## config.mk

```make
export PLATFORM = sky130hd
export DESIGN_NAME = snoop_line_capture
export DESIGN_NICKNAME = d
export VERILOG_FILES = /design/src/rtl/snoop_line_capture.sv
export SDC_FILE = /design/constraint.sdc
export NUM_CORES = 1
export LEC_CHECK = 0
export ABC_AREA = 0
export BUFFER_PORTS_ARGS = -buffer_cell sky130_fd_sc_hd__buf_2
export CORE_UTILIZATION = 23
export DETAILED_ROUTE_END_ITERATION = 7
export PLACE_DENSITY_LB_ADDON = 0.3
export SLEW_MARGIN = 20
export SYNTH_ARGS = -nofsm -noshare
export SYNTH_HDL_FRONTEND = slang
export SYNTH_SLANG_ARGS = --single-unit
export TNS_END_PERCENT = 20
```

## constraint.sdc

```tcl
create_clock -name S_AXI_ACLK -period 5.2 [get_ports S_AXI_ACLK]
set_clock_uncertainty 0.05 [all_clocks]
set_input_delay 0.52 -clock S_AXI_ACLK [delete_from_list [all_inputs] [get_ports S_AXI_ACLK]]
set_output_delay 0.52 -clock S_AXI_ACLK [all_outputs]
set_load 0.02 [all_outputs]
```

## src/rtl/snoop_line_capture.sv

```systemverilog
// Gathers BEATS snoop data beats into one cache line, then hands the line and its
// ring-slot BRAM address to the line writer with a level trigger held until the writer ends.
module snoop_line_capture #(
  parameter int DATA_W      = 128,
  parameter int BEATS       = 4,
  parameter int ADDR_W      = 15,
  parameter int LINE_STRIDE = 64,
  parameter int NUM_SLOTS   = 16,
  parameter int TIMEOUT     = 1024
) (
  input  logic                    S_AXI_ACLK,
  input  logic                    S_AXI_ARESET,
  input  logic                    i_enable,
  input  logic                    i_clr_err,
  input  logic [ADDR_W-1:0]       i_base_addr,
  input  logic [DATA_W-1:0]       i_cd_data,
  input  logic                    i_cd_valid,
  input  logic                    i_cd_last,
  output logic                    o_cd_ready,
  output logic                    o_trigger,
  input  logic                    i_wr_busy,
  input  logic                    i_wr_end,
  output logic [ADDR_W-1:0]       o_base_addr,
  output logic [BEATS*DATA_W-1:0] o_wrdata,
  output logic [3:0]              o_slot,
  output logic [15:0]             o_line_count,
  output logic                    o_err_short,
  output logic                    o_err_long,
  output logic                    o_err_timeout
);

  localparam int BEAT_IW  = (BEATS > 1) ? $clog2(BEATS) : 1;
  localparam int TIMER_W  = $clog2(TIMEOUT + 1);
  localparam logic [BEAT_IW-1:0] LAST_BEAT = BEAT_IW'(BEATS - 1);
  localparam logic [TIMER_W-1:0] TIMER_MAX = TIMER_W'(TIMEOUT - 1);
  localparam logic [3:0]         LAST_SLOT = 4'(NUM_SLOTS - 1);

  typedef enum logic [2:0] {
    IDLE,
    COLLECT,
    DRAIN,
    LAUNCH,
    WAIT_END
  } state_t;

  state_t               state_reg;
  logic [BEAT_IW-1:0]   beat_idx_reg;
  logic [TIMER_W-1:0]   timer_reg;
  logic [3:0]           slot_reg;
  logic [15:0]          line_count_reg;
  logic [ADDR_W-1:0]    base_addr_reg;
  logic                 err_short_reg;
  logic                 err_long_reg;
  logic                 err_timeout_reg;
  logic [DATA_W-1:0]    beat_reg [BEATS];
  logic                 beat_accept;
  logic [ADDR_W-1:0]    slot_offset;

  assign o_cd_ready  = (state_reg == COLLECT) || (state_reg == DRAIN);
  assign o_trigger   = (state_reg == LAUNCH) || (state_reg == WAIT_END);
  assign beat_accept = i_cd_valid && o_cd_ready;
  assign slot_offset = ADDR_W'(slot_reg) * ADDR_W'(LINE_STRIDE);

  always_ff @(posedge S_AXI_ACLK) begin
    if (S_AXI_ARESET) begin
      state_reg       <= IDLE;
      beat_idx_reg    <= '0;
      timer_reg       <= '0;
      slot_reg        <= '0;
      line_count_reg  <= '0;
      base_addr_reg   <= '0;
      err_short_reg   <= 1'b0;
      err_long_reg    <= 1'b0;
      err_timeout_reg <= 1'b0;
    end else begin
      case (state_reg)
        IDLE: begin
          if (i_enable) state_reg <= COLLECT;
        end
        COLLECT: begin
          if (beat_accept) begin
            if (beat_idx_reg == LAST_BEAT) begin
              beat_idx_reg <= '0;
              if (i_cd_last) begin
                state_reg     <= LAUNCH;
                base_addr_reg <= i_base_addr + slot_offset;
                timer_reg     <= '0;
              end else begin
                err_long_reg <= 1'b1;
                state_reg    <= DRAIN;
              end
            end else if (i_cd_last) begin
              err_short_reg <= 1'b1;
              beat_idx_reg  <= '0;
            end else begin
              beat_idx_reg <= beat_idx_reg + 1'b1;
            end
          end
        end
        DRAIN: begin
          if (beat_accept && i_cd_last) state_reg <= COLLECT;
        end
        LAUNCH, WAIT_END: begin
          // The timer also runs in LAUNCH so a writer that never goes busy cannot hang us.
          if ((state_reg == WAIT_END) && i_wr_end) begin
            line_count_reg <= line_count_reg + 16'd1;
            slot_reg       <= (slot_reg == LAST_SLOT) ? 4'd0 : slot_reg + 4'd1;
            beat_idx_reg   <= '0;
            state_reg      <= i_enable ? COLLECT : IDLE;
          end else if (timer_reg == TIMER_MAX) begin
            err_timeout_reg <= 1'b1;
            state_reg       <= IDLE;
          end else begin
            timer_reg <= timer_reg + 1'b1;
            if ((state_reg == LAUNCH) && i_wr_busy) state_reg <= WAIT_END;
          end
        end
        default: state_reg <= IDLE;
      endcase
      if (i_clr_err) begin
        err_short_reg   <= 1'b0;
        err_long_reg    <= 1'b0;
        err_timeout_reg <= 1'b0;
      end
    end
  end

  generate
    for (genvar gi = 0; gi < BEATS; gi++) begin : g_beat
      logic beat_we;
      assign beat_we = (state_reg == COLLECT) && beat_accept &&
                       (beat_idx_reg == BEAT_IW'(gi));
      always_ff @(posedge S_AXI_ACLK) begin
        if (S_AXI_ARESET) beat_reg[gi] <= '0;
        else if (beat_we) beat_reg[gi] <= i_cd_data;
      end
      assign o_wrdata[gi*DATA_W +: DATA_W] = beat_reg[gi];
    end
  endgenerate

  assign o_base_addr   = base_addr_reg;
  assign o_slot        = slot_reg;
  assign o_line_count  = line_count_reg;
  assign o_err_short   = err_short_reg;
  assign o_err_long    = err_long_reg;
  assign o_err_timeout = err_timeout_reg;

endmodule

```

==> metrics.md <==
| Metric | Value |
|---|---|
| R2R Path Start | `state_reg[1]` |
| Worst-path cell chain | `and4bb_1 > and2_4 > buf_4 > and3_1` |
| WL met1 | `29100 µm` |
| Starting Density | `23.3%` |
| Final Hold Viols | `0` |
| Endpoint type of the worst setup path | `flop` |
| Final core occ | `30.7%` |
| Placed Instances | `3320` |
| Max-slew violation count | `0` |
| RSZ-0062 raised after global routing | `no` |
| Worst reg2reg path depth | `4` |
| DRC | `0` |
| Postcts setup bufs | `0` |
| Largest cells by area after synthesis | `edfxtp_1 70%, and3_1 15%, dfxtp_1 4.9%` |
| Via count | `15300` |
| Total track usage | `14.7%` |
| Buf+Inv Stages, Crit Path | `1` |
| Die outline area | `96500 µm²` |
| GPL Wtd Cong | `0.807` |
| Fin Setup TNS | `0 ns` |
| PD cells | `360 nW/µm²` |
| Via density per instance | `4.44` |
| Post-synth top area share | `70.2%` |
| Setup WS post-layout | `2.10 ns` |
| TritonCTS clock tree | `built` |
| Post-route ant nets | `0` |
| Num CTS Buffers | `66` |
| Status | `complete, no violations` |
| Yosys top cell by area | `edfxtp_1` |
| Static Leak | `0.0136 µW` |
| Worst-Skew Late Latency | `0.61 ns` |
| Fin nets | `2297` |
| Hpwl dp | `48300 µm` |
| Worst-Margin Slew | `1.05 ns` |
| Max reg flops | `512` |
| Clk sinks | `566` |
| Post-synthesis cell type count | `60` |
| Core Area | `93900 µm²` |
| Crit path max-delay cell type | `and2_4` |
| Setup violations, final | `0` |
| Post-Syn Area | `21900 µm²` |
| Critical setup path kind | `flop to flop` |
| Total gr overflow | `0` |
| Met3 wire length | `6150 µm` |
| H-tree depth | `3` |
| EDFF count, synth | `512` |
| Buffers added on ports | `702` |
| Synthesized Nets | `1628` |
| Peak supply drop | `206 µV` |
| Top_reg_cell synth | `edfxtp_1` |
| Seq/Total Area, Yosys | `75.1%` |
| Pre-CTS setup slack | `1.78 ns` |
| Largest net degree at the start of global routing | `104` |
| Cts hold-fix bufs | `0` |
| FF-to-FF setup slack | `2.10 ns` |
| CTS clk-pin slew, worst paths | `0.06 ns` |
| Finished Layout Cells | `3437` |
| Drt first pass iters | `7` |
| Max_cap viols | `0` |
| Min-Delay Path Class | `input pin to flop` |
| First-pass GRT wire length | `107000 µm` |
| PostCTS Resize Cnt | `0` |
| Synthesized flop and latch total | `566` |
| Worst path arrival time | `3.53 ns` |
| Initial antenna violation count | `7` |
| Fin crit share | `59.6%` |
| Critical path depth | `4` |
| Worst path max stage delay | `0.86 ns` |
| CP delay by family, top | `simple AND/OR/NAND/NOR gates` |
| IO Pins | `703` |
| DR WL/cell | `21.5 µm` |
| Worst Setup EP | `beat_reg[3][76]` |
| Vias in the first global route | `15500` |
| Final wirelength | `73900 µm` |
| Top Metal Used | `met5` |
| Mapped Avg Cell Area | `15.0 µm²` |
| Met2 WL | `36200 µm` |
| Layout cell share with drive strength beyond 1 | `38.5%` |
| Max Fclk | `0.322 GHz` |
| Hold path cells | `2` |
| Area Growth Syn to Fin | `31.5%` |
| Crit path max fanout | `93` |
| Root buffer cell | `clkbuf_16` |
| Slew margin rel. | `30.1%` |
| Commonest non-fill, non-tap cell in the layout | `buf_2` |
| Clk buf depth | `3` |
| Worst EP required | `5.63 ns` |
| DRT iter0 DRCs | `1164` |
| Crit start category | `flop` |
| Critical Path Start | `state_reg[1]` |
| Post-synth ARST share | `0%` |
| Syn Inst Count | `1465` |
| Most frequent cells in the layout | `702 x buf_2, 517 x and3_1, 512 x edfxtp_1` |
| Minimum clock period | `3.10 ns` |
| Synthesis Warnings | `0` |
| FF-to-FF End | `beat_reg[3][76]` |
| Die Width | `311 µm` |
| Die Span Y | `311 µm` |
| Number of core rows | `112` |
## cell type report
| type | instances | area, µm² |
|---|---|---|
| Antenna cell | 4 | 10.0 |
| Clock buffer | 83 | 1750 |
| Clock inverter | 30 | 256 |
| Fill cell | 9530 | 65100 |
| Inverter | 9 | 33.8 |
| Multi-Input combinational cell | 763 | 4950 |
| Sequential cell | 566 | 16500 |
| Tap cell | 1254 | 1570 |
| Timing Repair Buffer | 728 | 3800 |
## worst min path at each step
stage                   start             end  slack (ns)
5_1_grt             i_clr_err   o_err_timeout        0.03
4_1_cts             i_clr_err   o_err_timeout       0.006
3_5_place_dp   o_base_addr[5]  o_base_addr[5]        0.44
6_report            i_clr_err   o_err_timeout        0.07
3_3_place_gp   o_base_addr[2]  o_base_addr[2]        0.43
2_1_floorplan    timer_reg[0]    timer_reg[0]        0.43
## kinds of logic after synthesis
kind of cell,share of synthesized area [%]
flip-flops,75.1
AND/OR/NAND/NOR,18.0
AO/OA/AOI/OAI,2.28
buffers and inverters,2.72
XOR/XNOR,0.719
adder cells (fa/ha/maj),0.719
multiplexers,0.503
## power by group
group	internal, µW	switching (µW)	leakage [µW]
clock	2530	1860	0.000977
combinational	204	604	0.00688
sequential	5130	53.4	0.00574
total	7870	2520	0.0136
## metrics by stage
stage | hold WS, ns | power, µW | area (µm²)
after floorplan | 0.430 | 5700 | 21900
after global placement | 0.428 | 6090 | 26800
after detailed placement | 0.438 | 6100 | 26800
after CTS | 0.00577 | 10500 | 28800
after global routing | 0.0273 | 10700 | 28800
final | 0.0675 | 10400 | 28800
## routing by layer
layer,vias to the layer above,global-route usage [%]
met4,6,6.07
li1,6925,-
met2,655,24.9
met5,-,0
met3,133,4.69
met1,7557,17.2
## synth_stat cells, types with 4 or more instances
library cell  count
and3_1          517
edfxtp_1        512
clkbuf_1         64
buf_2            60
dfxtp_1          54
nor2_1           38
nand2_1          36
a21oi_1          26
o21ai_0          14
xnor2_1          12
ha_1             11
mux2i_1          11
nor3_1            9
inv_1             8
nand3_1           8
or3_1             7
a211oi_1          6
xor2_1            6
a311oi_1          5
a21o_1            4
nand4_1           4
## worst reg2reg max path: stages (launching register included)
cell,delay [ns]
dfxtp_1,0.55
and4bb_1,0.51
and2_4,0.87
buf_4,0.69
and3_1,0.31
Note: power is estimated with default switching activity, not from simulation.
